==> src/rtl/spi2dac_mc_pkg.sv <==
// Shared types and frame layout for the MCP49xx SPI write controller.
package spi_dac_pkg;

  typedef enum logic [2:0] {IDLE, SETUP, SHIFT, CS_HIGH, LDAC} state_t;

  localparam int FRAME_W  = 16;
  localparam int AB_BIT   = 15;
  localparam int BUF_BIT  = 14;
  localparam int GA_BIT   = 13;
  localparam int SHDN_BIT = 12;
  localparam int DATA_MSB = 11;

  function automatic logic [FRAME_W-1:0] build_frame(input logic ab,
                                                     input logic buf_en,
                                                     input logic ga_n,
                                                     input logic shdn_n,
                                                     input logic [DATA_MSB:0] d12);
    logic [FRAME_W-1:0] f;
    f              = '0;
    f[AB_BIT]      = ab;
    f[BUF_BIT]     = buf_en;
    f[GA_BIT]      = ga_n;
    f[SHDN_BIT]    = shdn_n;
    f[DATA_MSB:0]  = d12;
    return f;
  endfunction

endpackage

==> src/rtl/spi2dac_mc_if.sv <==
// Sample handshake plus DAC header pins for spi2dac_mc.
interface spi2dac_mc_if #(parameter int DATA_W = 10);
  logic [DATA_W-1:0] data_in;
  logic              ch_sel;
  logic              last;
  logic              load;
  logic              ready;
  logic              busy;
  logic              dac_sdi;
  logic              dac_cs;
  logic              dac_sck;
  logic              dac_ld;

  modport master (output data_in, ch_sel, last, load,
                  input  ready, busy, dac_sdi, dac_cs, dac_sck, dac_ld);

  modport slave  (input  data_in, ch_sel, last, load,
                  output ready, busy, dac_sdi, dac_cs, dac_sck, dac_ld);
endinterface

==> src/rtl/spi2dac_mc_half_tick.sv <==
// Reloadable half-period down-counter; ticks at terminal count and auto-reloads.
module spi_half_tick #(
  parameter int CLK_DIV = 25
) (
  input  logic clk,
  input  logic rst_n,
  input  logic i_restart,
  output logic o_tick
);

  localparam int CNT_W = $clog2(CLK_DIV);
  localparam logic [CNT_W-1:0] RELOAD = CNT_W'(CLK_DIV - 1);

  logic [CNT_W-1:0] r_cnt;

  always_ff @(posedge clk or negedge rst_n) begin
    if (!rst_n) begin
      r_cnt <= RELOAD;
    end else if (i_restart || (r_cnt == '0)) begin
      r_cnt <= RELOAD;
    end else begin
      r_cnt <= r_cnt - 1'b1;
    end
  end

  assign o_tick = (r_cnt == '0);

endmodule

==> src/rtl/spi2dac_mc.sv <==
// SPI write controller for MCP4911/MCP4922-style DACs: one 16-bit frame per
// load/ready handshake, with optional LDAC deferral for simultaneous updates.
module spi2dac_mc
  import spi_dac_pkg::*;
#(
  parameter int   DATA_W  = 10,
  parameter int   NUM_CH  = 1,
  parameter int   CLK_DIV = 25,
  parameter int   SYNC_LD = 0,
  parameter logic BUF     = 1'b1,
  parameter logic GA_N    = 1'b1,
  parameter logic SHDN_N  = 1'b1
) (
  input  logic          sysclk,
  input  logic          rst_n,
  spi2dac_mc_if.slave   bus
);

  localparam int D_W = DATA_MSB + 1;

  state_t               r_state;
  state_t               w_next;
  logic                 w_tick;
  logic                 w_restart;
  logic                 w_accept;
  logic                 w_pulse_due;
  logic                 w_ab;
  logic [DATA_MSB:0]    w_d12;
  logic [4:0]           r_half;
  logic [FRAME_W-1:0]   r_shreg;
  logic                 r_last;
  logic                 r_ready;
  logic                 r_busy;
  logic                 r_cs;
  logic                 r_sck;
  logic                 r_ld;
  logic                 r_sdi;
  logic                 w_cs;
  logic                 w_sck;
  logic                 w_ld;
  logic                 w_sdi;

  assign w_d12       = D_W'(bus.data_in) << (D_W - DATA_W);
  assign w_ab        = (NUM_CH == 2) ? bus.ch_sel : 1'b0;
  assign w_accept    = bus.load && r_ready && (r_state == IDLE);
  assign w_pulse_due = (SYNC_LD == 0) || r_last;

  spi_half_tick #(.CLK_DIV(CLK_DIV)) u_half_tick (
    .clk       (sysclk),
    .rst_n     (rst_n),
    .i_restart (w_restart),
    .o_tick    (w_tick)
  );

  // r_half counts half-periods in SHIFT (even = sck high) and in LDAC.
  always_comb begin
    w_next = r_state;
    case (r_state)
      IDLE:    if (w_accept) w_next = SETUP;
      SETUP:   if (w_tick) w_next = SHIFT;
      SHIFT:   if (w_tick && (r_half == 5'd31)) w_next = CS_HIGH;
      CS_HIGH: if (w_tick) w_next = w_pulse_due ? LDAC : IDLE;
      LDAC:    if (w_tick && r_half[0]) w_next = IDLE;
      default: w_next = IDLE;
    endcase

    w_restart = (w_next != r_state);
    w_cs      = !((r_state == SETUP) || (r_state == SHIFT));
    w_sck     = (r_state == SHIFT) && !r_half[0];
    w_sdi     = ((r_state == SETUP) || (r_state == SHIFT)) ? r_shreg[FRAME_W-1] : 1'b0;
    w_ld      = (r_state != LDAC);
  end

  // Pin drivers lag the state by one cycle so every output comes from a flop.
  always_ff @(posedge sysclk or negedge rst_n) begin
    if (!rst_n) begin
      r_state <= IDLE;
      r_half  <= 5'd0;
      r_ready <= 1'b1;
      r_busy  <= 1'b0;
      r_cs    <= 1'b1;
      r_sck   <= 1'b0;
      r_ld    <= 1'b1;
      r_sdi   <= 1'b0;
    end else begin
      r_state <= w_next;
      if (w_restart) begin
        r_half <= 5'd0;
      end else if (w_tick && ((r_state == SHIFT) || (r_state == LDAC))) begin
        r_half <= r_half + 5'd1;
      end
      r_ready <= (r_state == IDLE) && !w_accept;
      r_busy  <= !((r_state == IDLE) && !w_accept);
      r_cs    <= w_cs;
      r_sck   <= w_sck;
      r_ld    <= w_ld;
      r_sdi   <= w_sdi;
    end
  end

  always_ff @(posedge sysclk) begin
    if (w_accept) begin
      r_shreg <= build_frame(w_ab, BUF, GA_N, SHDN_N, w_d12);
      r_last  <= bus.last;
    end else if ((r_state == SHIFT) && w_tick && !r_half[0]) begin
      r_shreg <= {r_shreg[FRAME_W-2:0], 1'b0};
    end
  end

  assign bus.ready   = r_ready;
  assign bus.busy    = r_busy;
  assign bus.dac_cs  = r_cs;
  assign bus.dac_sck = r_sck;
  assign bus.dac_ld  = r_ld;
  assign bus.dac_sdi = r_sdi;

endmodule

==> src/flat_wrapper.sv <==
// flat-port wrapper written by rule: the top's interface ports become plain ports
module spi2dac_mc_flat import spi_dac_pkg::*;
#(
  parameter int   DATA_W  = 10,
  parameter int   NUM_CH  = 1,
  parameter int   CLK_DIV = 25,
  parameter int   SYNC_LD = 0,
  parameter logic BUF     = 1'b1,
  parameter logic GA_N    = 1'b1,
  parameter logic SHDN_N  = 1'b1
)
  (sysclk, rst_n, bus_data_in, bus_ch_sel, bus_last, bus_load, bus_ready, bus_busy, bus_dac_sdi, bus_dac_cs, bus_dac_sck, bus_dac_ld);
  spi2dac_mc_if #(.DATA_W(DATA_W)) bus_i ();
  input  logic sysclk;
  input  logic rst_n;
  input wire logic [$bits(bus_i.data_in)-1:0] bus_data_in;
  input wire logic [$bits(bus_i.ch_sel)-1:0] bus_ch_sel;
  input wire logic [$bits(bus_i.last)-1:0] bus_last;
  input wire logic [$bits(bus_i.load)-1:0] bus_load;
  output wire logic [$bits(bus_i.ready)-1:0] bus_ready;
  output wire logic [$bits(bus_i.busy)-1:0] bus_busy;
  output wire logic [$bits(bus_i.dac_sdi)-1:0] bus_dac_sdi;
  output wire logic [$bits(bus_i.dac_cs)-1:0] bus_dac_cs;
  output wire logic [$bits(bus_i.dac_sck)-1:0] bus_dac_sck;
  output wire logic [$bits(bus_i.dac_ld)-1:0] bus_dac_ld;
  assign bus_i.data_in = bus_data_in;
  assign bus_i.ch_sel = bus_ch_sel;
  assign bus_i.last = bus_last;
  assign bus_i.load = bus_load;
  assign bus_ready = bus_i.ready;
  assign bus_busy = bus_i.busy;
  assign bus_dac_sdi = bus_i.dac_sdi;
  assign bus_dac_cs = bus_i.dac_cs;
  assign bus_dac_sck = bus_i.dac_sck;
  assign bus_dac_ld = bus_i.dac_ld;
  spi2dac_mc #(.DATA_W(DATA_W), .NUM_CH(NUM_CH), .CLK_DIV(CLK_DIV), .SYNC_LD(SYNC_LD), .BUF(BUF), .GA_N(GA_N), .SHDN_N(SHDN_N)) u_core (.sysclk(sysclk), .rst_n(rst_n), .bus(bus_i));
endmodule
==> config.mk <==
export PLATFORM = sky130hd
export DESIGN_NAME = spi2dac_mc_flat
export DESIGN_NICKNAME = d
export VERILOG_FILES = /design/src/rtl/spi2dac_mc_pkg.sv /design/src/rtl/spi2dac_mc_if.sv /design/src/rtl/spi2dac_mc_half_tick.sv /design/src/rtl/spi2dac_mc.sv /design/src/flat_wrapper.sv
export SDC_FILE = /design/constraint.sdc
export NUM_CORES = 1
export LEC_CHECK = 0
export BUFFER_PORTS_ARGS = -buffer_cell sky130_fd_sc_hd__buf_2
export CORE_ASPECT_RATIO = 1.1
export CORE_MARGIN = 3
export CORE_UTILIZATION = 31
export DETAILED_ROUTE_END_ITERATION = 8
export HOLD_SLACK_MARGIN = 0.05
export PLACE_DENSITY_LB_ADDON = 0.25
export RECOVER_POWER = 50
export SETUP_SLACK_MARGIN = 0.5
export SKIP_LAST_GASP = 1
export SYNTH_ARGS = -nofsm -noshare
export SYNTH_HDL_FRONTEND = slang
export SYNTH_SLANG_ARGS = --single-unit
export TNS_END_PERCENT = 50
==> constraint.sdc <==
create_clock -name sysclk -period 2.9 [get_ports sysclk]
set_clock_uncertainty 0.05 [all_clocks]
set_input_delay 0.145 -clock sysclk [delete_from_list [all_inputs] [get_ports sysclk]]
set_output_delay 0.145 -clock sysclk [all_outputs]
set_load 0.01 [all_outputs]
After elaboration in Yosys (flattened, before gate mapping)
Cells that the tools add are included.
{"block": "totals", "ff_bits": 33, "output_inout_bits": 6, "wordCells": 52}
{"block": "op_classes", "add_sub_neg": 2, "n_eq_ne": 7, "mux": 12, "reduce_logical": 20}
{"op": "$mux W12", "count": 2}
{"op": "$mux W3", "count": 5}
{"op": "$mux W5", "count": 3}
{"op": "$pmux W3 S5", "count": 1}
{"op": "$logic_and A1 B1 Y1", "count": 9}
{"op": "$eq A3 B2 Y1 const B", "count": 2}
{"op": "$add A5 B1 Y5 const B", "count": 1}
{"op": "$eq A5 B5 Y1 const B", "count": 1}
{"op": "$logic_not A5 Y1", "count": 1}
{"op": "$sub A5 B1 Y5 const B", "count": 1}
{"op": "$logic_not A1 Y1", "count": 4}
{"op": "$reduce_bool A2 Y1", "count": 2}
{"op": "$eq A3 B1 Y1 const B", "count": 1}
{"op": "$eq A3 B3 Y1 const B", "count": 1}
{"op": "$logic_not A3 Y1", "count": 1}
{"op": "$logic_or A1 B1 Y1", "count": 3}
{"op": "$ne A3 B3 Y1", "count": 1}
{"op": "$ne A3 B3 Y1 const B", "count": 1}
{"op": "$mux W1", "count": 1}

Depth between registers and ports, before layout
{"block": "depth", "depth_word": 7, "mapped_depth": 7, "ltp_nobuf": 7}

By module
A second synthesis with hierarchy kept.
{"block": "unflattened", "cells_unflattened": 131, "area_unflattened_um2": 1552.7}
{"mod": "spi2dac_mc", "n_inst": 1, "cells_per_inst": 110, "area_per_inst_um2": 1318.8}
{"mod": "spi_half_tick", "n_inst": 1, "cells_per_inst": 21, "area_per_inst_um2": 234.0}

Worst setup path after synthesis
No wires, ideal clock.
{"block": "synth_timing", "kind": "register to register", "start": "reg u_core.r_half[0]", "end": "reg u_core.u_half_tick.r_cnt[3]", "t_arrival_ps": 1881, "t_required_ps": 2762, "slack_ps": 881, "path_stages_with_launch": 8, "path_buffers": 0, "period_less_slack_ps": 2019, "path_cell_list": "dfrtp_1 -> ha_1 -> and3_1 -> ha_1 -> and3b_1 -> a22oi_2 -> o221ai_4 -> or3_1"}
{"block": "synth_via", "elab_chain_cells": 7, "elab_cells_between_ends": 9}
{"item": "start: declaration", "line_no": "spi2dac_mc.sv:29", "text": "logic [4:0] r_half;"}
{"item": "start signal: assignment", "line_no": "spi2dac_mc.sv:90", "text": "r_half <= r_half + 5'd1;"}
{"item": "$eq A5 B5 Y1", "line_no": "spi2dac_mc.sv:61", "text": "SHIFT: if (w_tick && (r_half == 5'd31)) w_next = CS_HIGH;"}
{"item": "$logic_and A1 B1 Y1", "line_no": "spi2dac_mc.sv:61"}
{"item": "$mux W3", "line_no": "spi2dac_mc.sv:61"}
{"item": "$pmux W3 S5 *", "line_no": "spi2dac_mc.sv:58", "text": "case (r_state)"}
{"item": "$ne A3 B3 Y1 *", "line_no": "spi2dac_mc.sv:67", "text": "w_restart = (w_next != r_state);"}
{"item": "$logic_or A1 B1 Y1 *", "line_no": "spi2dac_mc_half_tick.sv:19", "text": "end else if (i_restart || (r_cnt == '0)) begin"}
{"item": "$mux W5 *", "line_no": "spi2dac_mc_half_tick.sv:19"}
{"item": "end signal: assignment", "line_no": "spi2dac_mc_half_tick.sv:22", "text": "r_cnt <= r_cnt - 1'b1;"}
{"item": "end: declaration", "line_no": "spi2dac_mc_half_tick.sv:14", "text": "logic [CNT_W-1:0] r_cnt;"}
Every way passes the cells marked *; elsewhere a longest branch is shown, timed or not.
A chain may end at the register's enable or synchronous reset.

Worst setup path after layout
Same ends and word-level chain as after synthesis.

==> out/results.ini <==
[status]
status=finished clean

[finish]
drive_gt1_share_pct=21.6
finalInstanceArea_sq_mm=0.00182
synthToLayoutAreaGrowth_pct=16.1
layout.nets=185
layout.cells.non_filler=223
fillCellCount=488
multiInputGateArea_sq_um=651
n_antenna_cell=0
regArea_sq_um=862

[worst_setup_path]
rrSetupSlack_ns=0.64
reg2reg_to=u_core.u_half_tick.r_cnt[3]
required_ns=3.05
arrival_ns=2.40
worstReg2RegStart=u_core.r_half[0]
worstSetupEndpointType=flip-flop
startpoint_type=flip-flop
critical_path_class=reg -> reg
cp_max_fo=10
reg2reg_depth=7

[drt]
drt-initial-drc-count=72
wl_met2_microns=1370
firstDrtPassIters=4
drc=0
met1_length_microns=1270
wirelength_microns=2810
wl_per_cell_microns=12.6
viasPerCell=4.91
routed.top_layer=met4
met3_length_microns=138
ant_nets=0
vias=1094

[synth]
synth-seq-cells=33
syn_nets=162
synthCells=143
synth_warnings=0
yosysSeqAreaShare_pct=55.1
ys_types=35
syn_avg_cell_area_sq_um=10.9
synthesis.area_sq_mm=0.00157

[floorplan]
die_h_microns=80.5
placementRows=26
dieArea_sq_mm=0.00594
start_util_pct=33.0
die_w_microns=73.8
design.core.area_sq_mm=0.00475
io_pins=21

[cts]
cts.clk_slew.worst_paths_ns=0.07
cts_setup_buffers=0
clkSinkCount=33
h-tree-depth=2
cts_made_buffers=5
cts_root_buf=clkbuf_8
clockBufferDepth=2
cts_tree=done
clock_latency_ns=0.28

[placement]
dp_cells=213
place_congestion=0.741
post_dp_cell_area_sq_mm=0.00171
dp_hpwl_microns=2000
port_buffers=18

[hold_path]
min_from=bus_data_in[6]
min_path_type=in -> reg
hold_end=u_core.r_shreg[8]
hold_depth=3

[grt]
grt_usage_pct=10.8
grt_overflow=0
grt_max_degree=20
antenna_found_initial=0
grt_pass1_wl_microns=4920
grt_pass1_vias=1108

[power_and_ir_drop]
p_per_area_mw_per_mm2=476
p_total_w=0.000865
max-vdd-ir-drop_mv=0.188
p_leak_nw=0.817

[timing]
slew_headroom_pct=32.3
period_needed_ns=2.26
hold_viol=0
slew_viol_final=0
post-route-period-util_pct=77.8
setup_viol=0
clock.fmax_mhz=443
finalSetupTns_ns=0
rsz0062_at_grt=false
worstMarginPinSlew_ns=1.01

[flow_run]
cap_violations=0

==> kinds of logic (layout without fill, tap and decap cells) <==
logic type	count (synthesis)	after routing	synth area share, %
flip-flops	33	33	55.1
AND/OR/NAND/NOR	76	76	26.9
XOR/XNOR	8	8	4.96
AO/OA/AOI/OAI	10	10	5.60
multiplexers	2	2	1.28
adder cells (fa/ha/maj)	4	4	3.20
buffers and inverters	10	34	2.96
==> registers in the layout (all words and copies together) (netlist names) <==
| name | count |
|---|---|
| u_core.bus.dac_sdi | 1 |
| u_core.r_state | 3 |
| u_core.bus.busy | 1 |
| u_core.bus.dac_cs | 1 |
| u_core.bus.dac_sck | 1 |
| u_core.r_shreg | 14 |
| u_core.u_half_tick.r_cnt | 5 |
| u_core.bus.dac_ld | 1 |
| u_core.bus.ready | 1 |
| u_core.r_half | 5 |
==> final cells by class <==
type / instances / share of cell area, %
clock buffer: 7 / 5.30
clock inverter: 1 / 0.275
inverter: 4 / 0.826
multi-input combinational: 100 / 35.8
sequential: 33 / 47.5
tap: 56 / 3.86
timing repair buffer: 22 / 6.47
==> metal layers <==
metal  up-vias  global-route usage, %
li1        536                      -
met4         0                   4.35
met5         -                      0
met3         5                   3.13
met1       528                   13.4
met2        25                   17.5
==> per-stage QoR <==
stage          hold slack, ns  worst slack (ns)  utilization (%)
2_1_floorplan          -0.201             0.881                -
3_3_place_gp           0.0542             0.707             36.0
3_5_place_dp           0.0579             0.663             36.0
4_1_cts                0.0650             0.638             38.5
5_1_grt                0.0695             0.518             38.3
6_report               0.0754             0.643             38.3
==> repair_timing <==
action | 4_1_cts | 5_1_grt
resized for setup | 0 | 1
hold buffers | 2 | 0
endpoints found under the hold margin | 16 | 0
endpoints found under the setup margin | 0 | 10
==> where the power goes <==
part / switching [W] / internal (W)
combinational: 0.00000744 / 0.00000727
sequential: 0 / 0.000477
clock: 0.000160 / 0.000214
total: 0.000167 / 0.000698
==> worst max-delay path, stage by stage (launching register included) <==
cell	delay [ns]
dfrtp_1	0.47
ha_1	0.25
and3_1	0.19
ha_1	0.20
and3b_1	0.19
a22oi_2	0.20
o221ai_4	0.22
or3_1	0.40
==> Yosys cell counts <==
library cell  number  area (sq um)
and2_1             2          12.5
xor2_1             3          26.3
mux2i_1            2          20.0
nor3_1             6          30.0
nor4b_4            1          23.8
o21ai_1            2          10.0
dfrtp_1           14           350
nand2_1           39           146
edfxtp_1          10           300
nor4_4             1          21.3
nor4b_2            2          30.0
buf_2              4          20.0
xnor2_1            4          35.0
or4b_4             1          13.8
o32ai_1            1          8.76
nor2_1             5          18.8
o221ai_4           1          26.3
inv_1              4          15.0
and4b_1            1          10.0
nor2_2             2          12.5
and3b_1            1          8.76
or3_1              2          12.5
a22oi_2            1          12.5
a41o_1             1          10.0
and3_1             3          18.8
a21oi_1            4          20.0
dfstp_2            5           131
nand2b_1           1          6.26
dfxtp_1            4          80.1
clkbuf_1           1          3.75
nor3_4             1          16.3
xnor2_2            1          16.3
buf_4              1          7.51
ha_1               4          50.1
nand3_1            8          40.0
==> worst max path at each step <==
| stage | from | to | slack, ns | depth (start not counted) |
|---|---|---|---|---|
| 2_1_floorplan | u_core.r_half[0] | u_core.u_half_tick.r_cnt[3] | 0.88 | 7 |
| 3_5_place_dp | u_core.r_half[0] | u_core.u_half_tick.r_cnt[3] | 0.66 | 7 |
| 4_1_cts | u_core.r_half[0] | u_core.u_half_tick.r_cnt[3] | 0.64 | 7 |
| 5_1_grt | u_core.r_state[0] | u_core.r_shreg[3] | 0.52 | 4 |
| 6_report | u_core.r_half[0] | u_core.u_half_tick.r_cnt[3] | 0.64 | 7 |
| 3_3_place_gp | u_core.r_state[0] | u_core.r_shreg[4] | 0.71 | 3 |
==> layout by cell type (no fill, tap or decap), types with 3 or more instances in the layout <==
cell / instances
nand2_1: 39
dfrtp_1: 14
buf_2: 12
edfxtp_1: 10
nand3_1: 8
clkbuf_8: 7
nor3_1: 6
clkbuf_1: 6
nor2_1: 5
inv_1: 4
a21oi_1: 4
xnor2_1: 4
ha_1: 4
dfstp_2: 4
dfxtp_1: 4
xor2_1: 3
and3_1: 3
(Power assumes the default switching activity.)
